### config.mk
export PLATFORM = sky130hd
export DESIGN_NAME = duty_level_selector
export DESIGN_NICKNAME = d
export VERILOG_FILES = /design/src/rtl/duty_pkg.sv /design/src/rtl/button_debounce.sv /design/src/rtl/duty_level_selector.sv
export SDC_FILE = /design/constraint.sdc
export NUM_CORES = 1
export LEC_CHECK = 0
export CORE_ASPECT_RATIO = 2
export CORE_MARGIN = 1.5
export CORE_UTILIZATION = 50
export DETAILED_ROUTE_END_ITERATION = 16
export PLACE_DENSITY = 0.8
export SYNTH_ARGS = -nofsm -noshare
export SYNTH_HDL_FRONTEND = slang
export SYNTH_SLANG_ARGS = --single-unit
### constraint.sdc
create_clock -name clk -period 5.05 [get_ports clk]
set_input_delay 0.7575 -clock clk [delete_from_list [all_inputs] [get_ports clk]]
set_output_delay 0.7575 -clock clk [all_outputs]
set_load 0.05 [all_outputs]
### src/rtl/duty_pkg.sv
// Shared widths, repeat-FSM state type and the level-to-duty expansion
// for the duty level selector.
package duty_pkg;

  localparam int LEVEL_W = 4;
  localparam int DUTY_W  = 8;
  localparam logic [LEVEL_W-1:0] LEVEL_MAX = 4'd15;

  // Per-button auto-repeat states (only instantiated with AUTOREPEAT_EN)
  typedef enum logic [1:0] {
    IDLE   = 2'd0,
    HOLD   = 2'd1,
    REPEAT = 2'd2
  } rpt_state_t;

  // Full-scale expansion: {level, level} == level * 17, so the 8->4
  // reduction in the LED path recovers the same level.
  function automatic logic [DUTY_W-1:0] level_to_duty(input logic [LEVEL_W-1:0] lvl);
    return {lvl, lvl};
  endfunction

endpackage

### src/rtl/button_debounce.sv
// One pushbutton: 2-flop synchroniser, counter debouncer, one-cycle press
// pulse and, when AUTOREPEAT_EN is defined, a hold/auto-repeat FSM.
// o_event is the step request seen by the level logic.
module button_debounce
  import duty_pkg::*;
#(
  parameter int DEBOUNCE_CYCLES = 500000,
  parameter int REPEAT_DELAY    = 50000000,
  parameter int REPEAT_RATE     = 10000000
) (
  input  logic clk,
  input  logic rst_n,
  input  logic i_btn,
`ifdef AUTOREPEAT_EN
  input  logic i_other_held,
  output logic o_held,
`endif
  output logic o_event
);

  localparam int DB_W = (DEBOUNCE_CYCLES > 2) ? $clog2(DEBOUNCE_CYCLES) : 1;
  localparam logic [DB_W-1:0] DB_LAST = DB_W'(DEBOUNCE_CYCLES - 1);

  // Reject configurations the counters cannot represent
  if (DEBOUNCE_CYCLES < 2 || REPEAT_DELAY < 2 || REPEAT_RATE < 1) begin : g_bad_params
    $error("button_debounce: parameter out of range");
  end

  logic            r_sync1;
  logic            r_sync2;
  logic            r_state;
  logic            r_press;
  logic [DB_W-1:0] r_db_cnt;

  // Two-flop synchroniser for the asynchronous raw button
  always_ff @(posedge clk or negedge rst_n) begin
    if (!rst_n) begin
      r_sync1 <= 1'b0;
      r_sync2 <= 1'b0;
    end else begin
      r_sync1 <= i_btn;
      r_sync2 <= r_sync1;
    end
  end

  // Debouncer: flip once the difference persists DEBOUNCE_CYCLES cycles;
  // pulse r_press in the same edge as a 0->1 flip
  always_ff @(posedge clk or negedge rst_n) begin
    if (!rst_n) begin
      r_state  <= 1'b0;
      r_press  <= 1'b0;
      r_db_cnt <= '0;
    end else if (r_sync2 != r_state) begin
      if (r_db_cnt == DB_LAST) begin
        r_state  <= r_sync2;
        r_press  <= r_sync2;
        r_db_cnt <= '0;
      end else begin
        r_press  <= 1'b0;
        r_db_cnt <= r_db_cnt + 1'b1;
      end
    end else begin
      r_press  <= 1'b0;
      r_db_cnt <= '0;
    end
  end

`ifdef AUTOREPEAT_EN
  localparam int RPT_MAX = (REPEAT_DELAY > REPEAT_RATE) ? REPEAT_DELAY : REPEAT_RATE;
  localparam int RPT_W   = $clog2(RPT_MAX + 1);
  localparam logic [RPT_W-1:0] DELAY_LAST = RPT_W'(REPEAT_DELAY - 1);
  localparam logic [RPT_W-1:0] RATE_LAST  = RPT_W'(REPEAT_RATE - 1);

  rpt_state_t       r_rpt_state;
  logic [RPT_W-1:0] r_rpt_cnt;
  logic             r_step;

  // Repeat FSM; r_rpt_cnt tracks cycles since the press pulse so the first
  // repeat lands REPEAT_DELAY cycles after it, then every REPEAT_RATE
  always_ff @(posedge clk or negedge rst_n) begin
    if (!rst_n) begin
      r_rpt_state <= IDLE;
      r_rpt_cnt   <= '0;
      r_step      <= 1'b0;
    end else begin
      r_step <= 1'b0;
      if (!r_state || i_other_held) begin
        r_rpt_state <= IDLE;
        r_rpt_cnt   <= '0;
      end else begin
        case (r_rpt_state)
          IDLE: begin
            if (r_press) begin
              r_rpt_state <= HOLD;
              r_rpt_cnt   <= RPT_W'(1);
            end
          end
          HOLD: begin
            if (r_rpt_cnt == DELAY_LAST) begin
              r_rpt_state <= REPEAT;
              r_rpt_cnt   <= '0;
              r_step      <= 1'b1;
            end else begin
              r_rpt_cnt <= r_rpt_cnt + 1'b1;
            end
          end
          REPEAT: begin
            if (r_rpt_cnt == RATE_LAST) begin
              r_rpt_cnt <= '0;
              r_step    <= 1'b1;
            end else begin
              r_rpt_cnt <= r_rpt_cnt + 1'b1;
            end
          end
          default: begin
            r_rpt_state <= IDLE;
            r_rpt_cnt   <= '0;
          end
        endcase
      end
    end
  end

  assign o_held  = r_state;
  assign o_event = r_press | r_step;
`else
  assign o_event = r_press;
`endif

endmodule

### src/rtl/duty_level_selector.sv
// Pushbutton-driven 4-bit level with saturation, expanded to an 8-bit
// duty word. Optional auto-repeat on held buttons: define AUTOREPEAT_EN.
module duty_level_selector
  import duty_pkg::*;
#(
  parameter int DEBOUNCE_CYCLES = 500000,
  parameter int RESET_LEVEL     = 0,
  parameter int REPEAT_DELAY    = 50000000,
  parameter int REPEAT_RATE     = 10000000
) (
  input  logic               clk,
  input  logic               rst_n,
  input  logic               btn_up,
  input  logic               btn_down,
  output logic [LEVEL_W-1:0] level,
  output logic [DUTY_W-1:0]  duty,
  output logic               changed
);

  localparam logic [LEVEL_W-1:0] RST_LVL = LEVEL_W'(RESET_LEVEL);

  logic               w_up_evt;
  logic               w_down_evt;
  logic [LEVEL_W-1:0] w_level_next;
  logic               w_changed_next;
  logic [LEVEL_W-1:0] r_level;
  logic [DUTY_W-1:0]  r_duty;
  logic               r_changed;

`ifdef AUTOREPEAT_EN
  logic w_up_held;
  logic w_down_held;
`endif

  button_debounce #(
    .DEBOUNCE_CYCLES(DEBOUNCE_CYCLES),
    .REPEAT_DELAY   (REPEAT_DELAY),
    .REPEAT_RATE    (REPEAT_RATE)
  ) u_up (
    .clk         (clk),
    .rst_n       (rst_n),
    .i_btn       (btn_up),
`ifdef AUTOREPEAT_EN
    .i_other_held(w_down_held),
    .o_held      (w_up_held),
`endif
    .o_event     (w_up_evt)
  );

  button_debounce #(
    .DEBOUNCE_CYCLES(DEBOUNCE_CYCLES),
    .REPEAT_DELAY   (REPEAT_DELAY),
    .REPEAT_RATE    (REPEAT_RATE)
  ) u_down (
    .clk         (clk),
    .rst_n       (rst_n),
    .i_btn       (btn_down),
`ifdef AUTOREPEAT_EN
    .i_other_held(w_up_held),
    .o_held      (w_down_held),
`endif
    .o_event     (w_down_evt)
  );

  // Saturating step; simultaneous up and down cancel
  always_comb begin
    w_level_next   = r_level;
    w_changed_next = 1'b0;
    if (w_up_evt && !w_down_evt && (r_level != LEVEL_MAX)) begin
      w_level_next   = r_level + 1'b1;
      w_changed_next = 1'b1;
    end else if (w_down_evt && !w_up_evt && (r_level != '0)) begin
      w_level_next   = r_level - 1'b1;
      w_changed_next = 1'b1;
    end
  end

  // Level, duty and change pulse all load from the same next value
  always_ff @(posedge clk or negedge rst_n) begin
    if (!rst_n) begin
      r_level   <= RST_LVL;
      r_duty    <= level_to_duty(RST_LVL);
      r_changed <= 1'b0;
    end else begin
      r_level   <= w_level_next;
      r_duty    <= level_to_duty(w_level_next);
      r_changed <= w_changed_next;
    end
  end

  assign level   = r_level;
  assign duty    = r_duty;
  assign changed = r_changed;

endmodule

== After elaboration in Yosys (flattened, before gate mapping) ==
Cells that the tools add are included.

* Reductions and logical operators: 9
* $add $sub $neg: 4
* Multiplexer cells: 12
* Eq/ne operators: 5

{| class="wikitable"
|+ Operators with widths
! operator !! count
|-
| two-way mux 19 bit || 4
|-
| adder 19 x 1 -> 19 bit, second input constant || 2
|-
| == test 19 bit, second input constant || 2
|-
| two-way mux 4 bit || 2
|-
| two-way mux 1 bit || 6
|-
| adder 4 x 1 -> 4 bit, second input constant || 1
|-
| logical AND 1 bit || 4
|-
| inequality test 4 bit, second input constant || 1
|-
| AND reduction 2 bit || 2
|-
| nonzero test 4 bit || 1
|-
| subtractor 4 x 1 -> 4 bit, second input constant || 1
|-
| logical NOT 1 bit || 2
|-
| inequality test 1 bit || 2
|}

* Input bits: 4
* Output and inout port bits: 13
* Register bits: 59
* Logic and storage cells: 43

== Depth between registers and ports, before layout ==
* Word-level depth: 5
* Gate-level depth with buffers: 6
* Depth with buffers taken out: 5

== Hierarchy ==
Synthesis repeated with hierarchy kept, for this count alone.

* Cells, all modules: 261
* Area, all modules: 2,696.3 sq um

{| class="wikitable"
|+ Modules (own cells, without submodules)
! module !! area each (sq um) !! seq. area each (sq um) !! times used !! cells an instance
|-
| button_debounce at u_down || 1,144.8 || 575.6 || 1 || 106
|-
| button_debounce at u_up || 1,118.6 || 575.6 || 1 || 110
|-
| duty_level_selector || 432.9 || 125.1 || 1 || 45
|}

== Worst setup path before layout ==
OpenSTA, ideal clock, no wires.

* Path kind: flip-flop to flip-flop
* From: reg, netlist name duty[4]
* To: reg r_duty[3], in the netlist duty[3]
* Setup time: 0.147 ns
* Arrival time: 1.762 ns
* Period minus slack after synthesis: 1.909 ns
* Path buffers: 0
* Stages on the path, launching flop included: 6
* Path slack: 3.141 ns
* Required time: 4.903 ns
* Path through: dfrtp_1 > inv_1 > ha_1 > a211o_1 > o41ai_1 > xor2_1

{| class="wikitable"
|+ RTL lines
! element !! line !! text
|-
| to (signal assigned) || duty_level_selector.sv:82 || <nowiki>r_duty <= level_to_duty(RST_LVL);</nowiki>
|-
| to (signal assigned) || duty_level_selector.sv:86 || <nowiki>r_duty <= level_to_duty(w_level_next);</nowiki>
|-
| to (decl) || duty_level_selector.sv:27 || <nowiki>logic [DUTY_W-1:0] r_duty;</nowiki>
|}

== Worst setup path after layout ==
* From: reg r_duty[6], in the netlist duty[6]
* To: out duty[6]

{| class="wikitable"
|+ RTL lines
! element !! line !! text
|-
| to (decl) || duty_level_selector.sv:16 || <nowiki>output logic [DUTY_W-1:0] duty,</nowiki>
|}

No word-level cell between the ends.

==> run_results.csv <==
group,metric,value,unit
status,outcome,"completed",
clocking,cts_resized,0,
flow_run,drv_cap,0,
floorplanning,rows,36,
grt,grt_pass1_vias,1849,
worst_setup_path,worstPathMaxFanout,8,
worst_setup_path,arrival,1640,ps
placement,hpwlAfterDp,3460,microns
finish,fin_cells,323,
yosys,synthSimpleGateAreaFrac,0.244,
floorplanning,die_y,103,microns
yosys,async_reset_ff_frac,1.00,
route,firstDrtPassIters,4,
route,antenna_left,0,
worst_setup_path,max_stage_delay,850,ps
route,num_vias,1848,
worst_setup_path,end_kind,"output pin",
finish,drive_above_1_share,0.0602,
yosys,syn-instance-count,251,
floorplanning,num_io_pins,17,
sta,fmax,416,MHz
yosys,synth.distinct_cells,38,
clocking,cts_buffers,5,
pwr,p_total,734,uW
yosys,synth_top_family_by_area,"simple AND/OR/NAND/NOR gates",
route,drc_errors,0,
yosys,synth_enable_flop_cells,0,
grt,grt_pass1_wl,7870,microns
sta,fin_skew,13.2,ps
route,viasPerCell,5.72,
placement,port_buffers,16,
worst_setup_path,crit_family,"buffers and inverters",
yosys,syn_avg_cell_area,10.0,sq um
sta,rsz0062_at_grt,"false",
yosys,syn_area,2520,sq um
grt,antenna_found_initial,0,
finish,fin_nets,274,
pwr,p_switching,164,uW
yosys,ys_ff_latch,51,
pwr,power.internal,570,uW
yosys,ys_warn_count,0,
pwr,p_clk_frac,0.396,
clocking,cts_hold_buf,0,
grt,grtUsageTotal,0.195,
finish,final_util,0.575,
pwr,irDropWorstVdd,0.182,mV
floorplanning,core,4860,sq um
pwr,powerDensity,262,nW/um^2
route,wl_per_cell,14.7,microns
floorplanning,dieWidth,53.2,microns
min_path,hold_path_class,"reg2reg",
pwr,p_seq_frac,0.572,
sta,hold_viol,0,
clocking,postCtsSetupRepairBufs,0,
yosys,synth_fp_nets,260,
yosys,synth_fa_ha_area_frac,0.0248,
clocking,clockBufferDepth,2,
placement,gp_congestion,0.870,
clocking,clkLatencyLatePin,310,ps
sta,worst_slew_margin_rel,0.251,
floorplanning,fp.dieArea,5500,sq um
clocking,htreeDepth,2,
clocking,clockRootBuffer,"clkbuf_8",
worst_setup_path,crit_buf_inv,1,
grt,grt_start_max_net_pins,52,
grt,grt.overflow.total,0,
clocking,path_clk_slew,100,ps
clocking,clock_sinks,51,
sta,finalMaxSlewViolations,0,
clocking,cts_tree,"yes",
sta,whs,348,ps
yosys,synthMuxAreaShare,0.0129,
worst_setup_path,cp_cell_sequence,"clkdlybuf4s50_1",
route,drtIter0Drc,30,
sta,layout_min_cycle_time,2400,ps
yosys,synth_ff_type,"dfrtp_1",
sta,fin_crit_sh,0.476,
finish,antenna_cells,0,
worst_setup_path,worstPathRequired,4290,ps
yosys,seq_area_frac_synth,0.507,
pwr,switching_share,0.223,
worst_setup_path,worstSetupStartpointType,"flop",
finish,area_delta_synth_final,11.1,%
yosys,synth_compound_area_frac,0.0397,
pwr,p_leak,1.13,nW
pwr,pwr-share-comb,0.032,
worst_setup_path,critPathKind,"reg2out",
worst_setup_path,cpMaxStageDelayCell,"clkdlybuf4s50_1",
floorplanning,start_util,0.518,
yosys,synth_xor_area_frac,0.125,
placement,placedCellCount,315,
sta,finalSetupViolCount,0,
route,wirelength,4750,microns
sta,tightest_slew,1120,ps
sta,finalSetupTns,0,ps
## kinds of logic after synthesis
family                   after synthesis
buffers and inverters                 23
flip-flops                            51
multiplexers                           3
AND/OR/NAND/NOR                      118
adder cells (fa/ha/maj)                5
XOR/XNOR                              36
AO/OA/AOI/OAI                         15
## area by class of cell
cell class | instances | area [sq um]
clock buffer | 5 | 68.8
clock inverter | 3 | 46.3
fill | 416 | 2070
inverter | 13 | 48.8
multi-input combinational | 177 | 1120
sequential | 51 | 1280
tap | 57 | 71.3
timing repair buffer | 17 | 163
## synth_stat cells, drive strengths merged, types with 2 or more instances
master,instances,area (sq um)
o21ai,5,28.8
dfrtp,51,1280
nand2,12,45.0
a21oi,3,15.0
xnor2,28,245
and3b,2,17.5
nor4bb,2,20.0
nor4,12,81.3
nor4b,2,17.5
o211ai,2,15.0
nor3,8,40.0
inv,13,48.8
buf,9,65.1
nand4,13,93.8
and2,3,18.8
xor2,8,70.1
nor2,44,165
ha,5,62.6
nand3,14,70.1
mux2,2,22.5
## state kept, by name, indices dropped and copies added, names as in the netlist
| name | count |
|---|---|
| u_up.r_sync2 | 1 |
| changed | 1 |
| u_up.r_db_cnt | 19 |
| duty | 4 |
| u_down.r_sync2 | 1 |
| u_up.r_sync1 | 1 |
| u_down.r_sync1 | 1 |
| u_down.r_state | 1 |
| u_up.r_state | 1 |
| u_up.o_event | 1 |
| u_down.o_event | 1 |
| u_down.r_db_cnt | 19 |
## per-stage QoR
step,worst slack [ps],cell area [sq um]
global placement,2920,2680
detailed placement,2840,2680
floorplan,3140,2520
CTS,2630,2800
global route,2550,2800
finish,2650,2800
## routing by layer
metal	track usage	vias to the layer above	wire length [microns]	part of all wire
li1	-	881	-	-
met5	0	-	0	0
met2	0.349	40	2690	0.57
met1	0.196	911	1760	0.37
met4	0.144	0	185	0.039
met3	0.0273	16	112	0.024
## power by group through the flow
stage	logic [mW]	registers (mW)	clock network, mW
after CTS	0.0249	0.419	0.299
after detailed placement	0.0247	0.427	0
after global placement	0.0233	0.427	0
final	0.0235	0.419	0.291
after floorplan	0.0111	0.426	0
after global routing	0.0275	0.421	0.316
## final timing paths
path	start	endpoint	slack [ps]	cells past startpoint
max	duty[6]	duty[6]	2650	1
min	u_up.r_sync1	u_up.r_sync2	350	0
max reg2reg	u_up.r_db_cnt[0]	u_up.r_db_cnt[2]	2800	5
min reg2reg	u_up.r_sync1	u_up.r_sync2	350	0
max in group asynchronous	rst_n	u_down.r_db_cnt[11]	4090	2
min in group asynchronous	rst_n	u_up.r_db_cnt[7]	540	2
## cell usage in the layout, fill, tap and decap left out, drive strengths merged, types with 2 or more instances in the layout
cell            n
ha              5
nor2           44
clkbuf          5
xnor2          28
o21ai           5
xor2            8
nor4bb          2
inv            14
clkdlybuf4s50  15
nand4          13
nand3          14
nor3            8
a21oi           3
nand2          12
mux2            2
nor4b           2
dfrtp          51
o211ai          2
buf             2
and3b           2
nor4           12
and2            3
No activity file was read; power rests on OpenSTA's default activity.
